$ cat src/rtl/stall_ctrl_unit.sv
// Pipeline stall controller beside the decode stage.
// Watches the opcode entering decode and produces the pipeline hold (stall),
// the PC/program-memory hold (stall_pm, stall delayed by one cycle), a
// one-cycle wrong-path flush for jumps and taken branches, and a HALT mode
// that is left only through an explicit resume. All outputs are registered.
module stall_ctrl_unit #(
    parameter int              OP_W      = 6,
    parameter int              CNT_W     = 4,
    parameter logic [OP_W-1:0] OP_LD     = 6'b010100,
    parameter logic [OP_W-1:0] OP_JMP    = 6'b011110,
    parameter logic [OP_W-1:0] OP_BR     = 6'b010110,
    parameter logic [OP_W-1:0] OP_HLT    = 6'b010001,
    parameter int              LD_STALL  = 1,
    parameter int              JMP_STALL = 2,
    parameter int              BR_STALL  = 2
) (
    input  logic             clk,
    input  logic             reset,
    input  logic [OP_W-1:0]  op,
    input  logic             op_valid,
    input  logic             br_taken,
    input  logic             resume,
    output logic             stall,
    output logic             stall_pm,
    output logic             flush,
    output logic             halted,
    output logic [CNT_W-1:0] stall_cnt
);

    typedef enum logic [1:0] {
        ST_RUN   = 2'd0,
        ST_STALL = 2'd1,
        ST_HALT  = 2'd2
    } state_t;

    localparam logic [CNT_W-1:0] LD_N  = CNT_W'(LD_STALL);
    localparam logic [CNT_W-1:0] JMP_N = CNT_W'(JMP_STALL);
    localparam logic [CNT_W-1:0] BR_N  = CNT_W'(BR_STALL);

    state_t           state_q, state_d;
    logic [CNT_W-1:0] stall_cnt_q, stall_cnt_d;
    logic             stall_q, stall_d;
    logic             stall_pm_q, stall_pm_d;
    logic             flush_q, flush_d;
    logic             halted_q, halted_d;

    // Decisions made in RUN that the output logic needs.
    logic [CNT_W-1:0] start_cnt;   // stall length chosen by the current opcode
    logic             redirect;    // jump or taken branch sampled this edge

    // State register plus all registered outputs; reset is asynchronous.
    always_ff @(posedge clk or negedge reset) begin
        if (!reset) begin
            state_q     <= ST_RUN;
            stall_cnt_q <= '0;
            stall_q     <= 1'b0;
            stall_pm_q  <= 1'b0;
            flush_q     <= 1'b0;
            halted_q    <= 1'b0;
        end else begin
            state_q     <= state_d;
            stall_cnt_q <= stall_cnt_d;
            stall_q     <= stall_d;
            stall_pm_q  <= stall_pm_d;
            flush_q     <= flush_d;
            halted_q    <= halted_d;
        end
    end

    // Next-state logic: only the opcode decides in RUN; inputs are ignored in STALL.
    always_comb begin
        state_d   = state_q;
        start_cnt = '0;
        redirect  = 1'b0;
        unique case (state_q)
            ST_RUN: begin
                if (op_valid) begin
                    if (op == OP_LD) begin
                        if (LD_STALL > 0) begin
                            state_d   = ST_STALL;
                            start_cnt = LD_N;
                        end
                    end else if (op == OP_JMP) begin
                        redirect = 1'b1;
                        if (JMP_STALL > 0) begin
                            state_d   = ST_STALL;
                            start_cnt = JMP_N;
                        end
                    end else if (op == OP_BR && br_taken) begin
                        redirect = 1'b1;
                        if (BR_STALL > 0) begin
                            state_d   = ST_STALL;
                            start_cnt = BR_N;
                        end
                    end else if (op == OP_HLT) begin
                        state_d = ST_HALT;
                    end
                end
            end
            ST_STALL: begin
                // A count of 1 means this edge takes it to zero.
                if (stall_cnt_q <= CNT_W'(1)) begin
                    state_d = ST_RUN;
                end
            end
            ST_HALT: begin
                if (resume) begin
                    state_d = ST_RUN;
                end
            end
            default: state_d = ST_RUN;
        endcase
    end

    // Output logic: registered outputs follow the state being entered.
    always_comb begin
        stall_d    = (state_d != ST_RUN);
        halted_d   = (state_d == ST_HALT);
        stall_pm_d = stall_q;
        // Guard keeps flush from ever spanning two cycles, even with zero-length stalls.
        flush_d    = redirect && !flush_q;
        if (state_d != ST_STALL) begin
            stall_cnt_d = '0;
        end else if (state_q == ST_STALL) begin
            stall_cnt_d = stall_cnt_q - CNT_W'(1);
        end else begin
            stall_cnt_d = start_cnt;
        end
    end

    assign stall     = stall_q;
    assign stall_pm  = stall_pm_q;
    assign flush     = flush_q;
    assign halted    = halted_q;
    assign stall_cnt = stall_cnt_q;

endmodule

$ cat config.mk
export PLATFORM = sky130hd
export DESIGN_NAME = stall_ctrl_unit
export DESIGN_NICKNAME = d
export VERILOG_FILES = /design/src/rtl/stall_ctrl_unit.sv
export SDC_FILE = /design/constraint.sdc
export NUM_CORES = 1
export LEC_CHECK = 0
export ABC_CLOCK_PERIOD_IN_PS = 3400
export CAP_MARGIN = 5
export CORE_AREA = 10 10 47 49
export DETAILED_ROUTE_END_ITERATION = 10
export DIE_AREA = 0 0 57 59
export PLACE_DENSITY = 0.73
export SLEW_MARGIN = 15
export SYNTH_ARGS = -nofsm -noshare
export SYNTH_HDL_FRONTEND = slang
export SYNTH_SLANG_ARGS = --single-unit
$ cat constraint.sdc
create_clock -name clk -period 3.4 [get_ports clk]
set_input_delay 0.51 -clock clk [delete_from_list [all_inputs] [get_ports clk]]
set_output_delay 0.51 -clock clk [all_outputs]
set_load 0.02 [all_outputs]
==> results of run 1 <==
-- cell type report --
cell class	instances	area (sq um)	share of cell area [%]
clock buffer	4	36.3	4.98
inverter	4	15.0	2.06
multi-input combinational	29	226	31.1
sequential	10	250	34.4
tap	16	20.0	2.75
timing repair buffer	18	180	24.7
-- worst max-delay path by stage --
stage,from,to,slack [ns],cells after the start
2_1_floorplan,stall_cnt[0],stall,2.06,5
3_3_place_gp,op[5],stall,1.71,4
3_5_place_dp,op[5],stall,1.69,4
4_1_cts,stall_cnt[2],stall_cnt[2],1.52,1
5_1_grt,stall_cnt[2],stall_cnt[2],1.49,1
6_report,stall_cnt[2],stall_cnt[2],1.53,1
-- cell usage in the layout (no fill, tap or decap), types with 2 or more instances in the layout --
cell type and instances:
o22ai_1 2, nand2_1 2, nor2_1 8, clkdlybuf4s50_1 18, inv_1 4, clkbuf_4 3, xnor2_1 2, a31oi_1 2
dfrtp_1 10, ha_1 2
-- through the flow --
step | total power [W] | instances | util [%]
3_5_place_dp | 0.000150 | 77 | 49.4
5_1_grt | 0.000265 | 81 | 52.0
4_1_cts | 0.000258 | 81 | 52.0
2_1_floorplan | 0.000132 | 43 | -
6_report | 0.000257 | 81 | 52.0
3_3_place_gp | 0.000150 | 77 | 49.4
-- per-layer routing --
layer  vias up  GRT usage (%)  wire, microns  part of all wire (%)
li1        193              -              -                     -
met1       195           7.28            478                    45
met2        11           10.1            496                    46
met3         2           3.43             88                   8.2
met4         0           4.03             10                  0.93
met5         -              0              0                     0
-- power groups by stage --
stage	logic (W)	clock network, W	registers (W)
after floorplan	0.00000808	0	0.000124
after global placement	0.0000264	0	0.000123
after detailed placement	0.0000269	0	0.000123
after CTS	0.0000270	0.000110	0.000121
after global routing	0.0000287	0.000115	0.000121
final	0.0000267	0.000109	0.000121
-- sequential cells by signal, summed over array words and instances (netlist names) --
signal,count
stall,1
halted,1
stall_pm,1
state_q,2
flush,1
stall_cnt,4
-- kinds of logic (layout without fill, tap and decap cells) --
group / count (synthesis) / in the layout / share of synthesized area [%]
simple gates: 16 / 16 / 19.1
compound gates: 9 / 9 / 18.3
xor+xnor: 2 / 2 / 3.56
flops: 10 / 10 / 50.9
fa+ha+maj: 2 / 2 / 5.09
buf+inv: 4 / 26 / 3.05
==> summary.md, run 1 <==
| Metric | Value |
|---|---|
| Status | finished, final reports clean |
| Vias in the first global route | 401 |
| Mean Syn Cell Area | 11.4 sq um |
| R2R depth | 5 |
| Fin worst setup slack | 1.53 ns |
| Worst Path Buf+Inv | 1 |
| Critical path arrival | 1.36 ns |
| Die Ht | 59 microns |
| CP peak stage delay | 0.64 ns |
| Die ar. | 0.00336 sq mm |
| Initial antenna violation count | 0 |
| Clock latency on the worst-skew pair | 0.27 ns |
| WHS Path Cells | 0 |
| Final min period | 1.87 ns |
| CP cell instances | clkdlybuf4s50_1 |
| Reg clk slew, reported paths | 0.07 ns |
| DRT Pass-1 Iters | 3 |
| Leading area contributor after synthesis | dfrtp_1 |
| Count leader, synth | dfrtp_1 |
| Routed Antenna Nets | 0 |
| First-pass GRT wire length | 1790 microns |
| Flop2flop setup slack | 2.05 ns |
| Final slew viol count | 0 |
| CP max stage cell | clkdlybuf4s50_1 |
| Die W | 57 microns |
| Synth cell types | 19 |
| WHS | 0.393 ns |
| HP Start | stall |
| Ys Warns | 0 |
| Seq cells post-synth | 10 |
| Min-delay worst type | reg -> reg |
| Sequential Power Share | 47.1% |
| Cell area after placement | 692 sq um |
| Final Setup Violations | 0 |
| Worst Hold Path EP | stall_pm |
| RR Startpoint | stall_cnt[0] |
| Yosys top cell area share | 50.9% |
| CTS H-tree depth | 1 |
| TritonCTS clock tree | yes |
| HPWL after DPL | 887 microns |
| Commonest cells in the netlist | 10 x dfrtp_1, 8 x nor2_1, 4 x inv_1 |
| Final wirelength | 1070 microns |
| Site row count | 14 |
| Clock power share | 42.5% |
| # DRC | 0 |
| Final instance area | 728 sq um |
| Kind of critical path | reg -> out |
| RSZ-0062 raised after global routing | no |
| Post-Route Skew | 0.00453 ns |
| Share of cells above drive strength 1 | 15.4% |
| Post-CTS setup repair buffer count | 0 |
| Crit path required time | 2.89 ns |
| Max Cap Viol | 0 |
| Number of synthesized flops with an enable pin | 0 |
| Crit-path max FO | 4 |
| Synth Flop Type | dfrtp_1 |
| Avg Vias per Cell | 4.95 |
| Setup WS pre-CTS | 1.69 ns |
| Crit-path leading delay family | buffers and inverters |
| Pwr/cell area | 353 mW/mm^2 |
| # IOs | 19 |
| Core area | 0.00140 sq mm |
| CTS Root Cell | clkbuf_4 |
| Bufs on Longest Clock Path | 2 |
| Post-synthesis sequential area ratio | 50.9% |
| Area Growth Syn to Fin | 48.1% |
| Mapped cell area | 492 sq um |
| Worst slew pin tran | 0.455 ns |
| Number of antenna diodes | 0 |
| FILL cells | 135 |
| Overflow after GRT | 0 |
| Crit end category | primary output |
| Num CTS Buffers | 3 |
| Initial core utilization | 35.1% |
| Fmax | 0.536 GHz |
| RR Endpoint | stall |
| Net switching power figure | 0.0000561 W |
| Largest net degree at the start of global routing | 11 |
| Worst IR Drop VDD | 239 uV |
| Crit share post-route | 54.9% |
| Sink Count | 10 |
| Drt wl/cell | 13.2 microns |
| IO Port Bufs | 18 |
| Int Pwr | 0.000201 W |
| Syn_nets | 56 |
| Startpoint Class | register |
| Initial drt markers | 9 |
| Final #Nets | 79 |
| CTS Hold Bufs | 0 |
| Synth top area cells | dfrtp_1 51%, nor2_1 6.1%, ha_1 5.1% |
| Asr flop ratio synth | 100% |
| Syn Inst Count | 43 |
| Sw Share | 21.8% |
| Final Hold Fails | 0 |
| Max-slew headroom | 69.5% |
| Via Count | 401 |
| Post-CTS Resized | 0 |
| Combinational group share of total power | 10.4% |
| Post-Route Setup TNS | 0 ns |
| Final Wtd Congestion | 0.760 |
| Global-route usage over all layers | 6.66% |
| P_leak | 0.304 nW |
Note: power is estimated with default switching activity, not from simulation.
==> run 2, diff against run 1 <==
- ABC_CLOCK_PERIOD_IN_PS: 3400 -> 1600
- CORE_AREA: 10 10 47 49 -> not set
- CORE_MARGIN: not set -> 10
- CORE_UTILIZATION: not set -> 36
- DIE_AREA: 0 0 57 59 -> not set
- PLACE_DENSITY: 0.73 -> 0.75
- clock period: 3.4 -> 1.6 ns (I/O delays scaled with it)
==> summary.md, run 2 (synthesis results as in run 1) <==
| Metric | Value |
|---|---|
| CTS H-tree depth | 1 |
| Kind of critical path | reg -> out |
| Fmax | 0.646 GHz |
| Worst slew pin tran | 0.437 ns |
| Vias in the first global route | 432 |
| Crit path required time | 1.36 ns |
| Initial drt markers | 1 |
| RSZ-0062 raised after global routing | no |
| CTS Root Cell | clkbuf_4 |
| Die Ht | 57.0 microns |
| P_leak | 0.321 nW |
| Worst Path Buf+Inv | 1 |
| Number of antenna diodes | 0 |
| Most used routing layer | met2 |
| CP cell instances | clkdlybuf4s50_1 |
| Num CTS Buffers | 3 |
| Die W | 57.0 microns |
| Core area | 0.00130 sq mm |
| Clock latency on the worst-skew pair | 0.27 ns |
| Crit end category | primary output |
| CP max stage cell | clkdlybuf4s50_1 |
| Initial core utilization | 37.8% |
| Initial antenna violation count | 0 |
| Largest net degree at the start of global routing | 11 |
| Via Count | 397 |
| Die ar. | 0.00324 sq mm |
| Worst IR Drop VDD | 539 uV |
| Critical path arrival | 1.31 ns |
| Fin cells | 79 |
| GR Layer Usage met2 | 12.6% |
| Crit-path max FO | 4 |
| First-pass GRT wire length | 1900 microns |
| Setup WS pre-CTS | 0.178 ns |
| Critical Path Start | stall_cnt[0] |
| Most frequent cells in the layout | 16 x clkdlybuf4s50_1, 10 x dfrtp_1, 8 x nor2_1 |
| CP peak stage delay | 0.63 ns |
| GRT met3 Usage | 6.42% |
| Share of cells above drive strength 1 | 14.1% |
| Min-delay worst type | in -> async |
| Sink Count | 10 |
| Most common cell after layout, fill and taps aside | clkdlybuf4s50_1 |
| Final Wtd Congestion | 0.771 |
| Site row count | 13 |
| Final slew viol count | 0 |
| Final min period | 1.55 ns |
| TritonCTS clock tree | yes |
| Global-route usage over all layers | 7.74% |
| Reg clk slew, reported paths | 0.06 ns |
| Status | finished, final reports clean |
| Final wirelength | 1130 microns |
| Pwr/cell area | 673 mW/mm^2 |
| Post-Route Skew | 0.00874 ns |
| Crit-path leading delay family | buffers and inverters |
| HPWL after DPL | 957 microns |
| Bufs on Longest Clock Path | 2 |
| Final Hold Fails | 0 |
| Startpoint Class | register |
| IO Port Bufs | 18 |
| Met1 global-route usage | 6.59% |
| Fin worst setup slack | 0.0513 ns |
| Final #Nets | 79 |
| RR Startpoint | stall_cnt[0] |
| Crit. path cell count | 1 |
| Area Growth Syn to Fin | 45.3% |
| Routed Antenna Nets | 0 |
| CTS Hold Bufs | 0 |
| Largest register FFs | 4 |
| Crit share post-route | 96.8% |
| R2R depth | 5 |
| Post-Route Setup TNS | 0 ns |
| Max Cap Viol | 0 |
| Final Setup Violations | 0 |
| Max-slew headroom | 70.8% |
| FILL cells | 127 |
| # DRC | 0 |
| Drt wl/cell | 14.3 microns |
| WHS | 0.279 ns |
| Avg Vias per Cell | 5.03 |
| Util after Layout | 54.9% |
| Inst Count DP | 76 |
| DRT Pass-1 Iters | 3 |
| Overflow after GRT | 0 |
| # IOs | 19 |
-- run 2: layout make-up --
cell class | count | area (sq um) | share of cell area, %
clock buffers | 3 | 22.5 | 3.15
inverters | 4 | 15.0 | 2.10
multi-input cells | 29 | 226 | 31.7
flip-flops and latches | 10 | 250 | 35.0
well taps | 15 | 18.8 | 2.63
repair buffers | 18 | 181 | 25.4
-- run 2: report_power, final --
part	total, W	internal (W)	leakage (nW)	switching, W
clock	0.000166	0.0000866	0.0138	0.0000795
sequential	0.000257	0.000256	0.139	0.00000168
combinational	0.0000571	0.0000331	0.168	0.0000240
-- run 2: repair_timing --
action                                 CTS  global route
setup endpoints to repair                1             1
gates resized for setup                  1             1
buffers inserted                         0             0
cloned                                   0             0
endpoints found under the hold margin    0             0
-- run 2: path summary, 6_finish.rpt --
kind	endpoint	slack, ns
min in group clk	stall_pm	0.38
setup reg to reg	stall_cnt[0]	0.22
setup / recovery	stall_cnt[0]	0.05
max in group asynchronous	state_q[0]	1.01
hold reg to reg	stall_pm	0.38
hold / removal	stall	0.28
-- run 2: metrics by stage --
stage	total power [W]	cell area [sq um]
6_report	0.000480	714
5_1_grt	0.000508	714
4_1_cts	0.000492	712
3_5_place_dp	0.000320	691
3_3_place_gp	0.000318	691
2_1_floorplan	0.000281	492
-- run 2: metal layers --
metal | vias up | wire, microns
met2 | 11 | 582
met5 | - | 0
met4 | 0 | 30
met3 | 5 | 107
li1 | 197 | -
met1 | 184 | 409
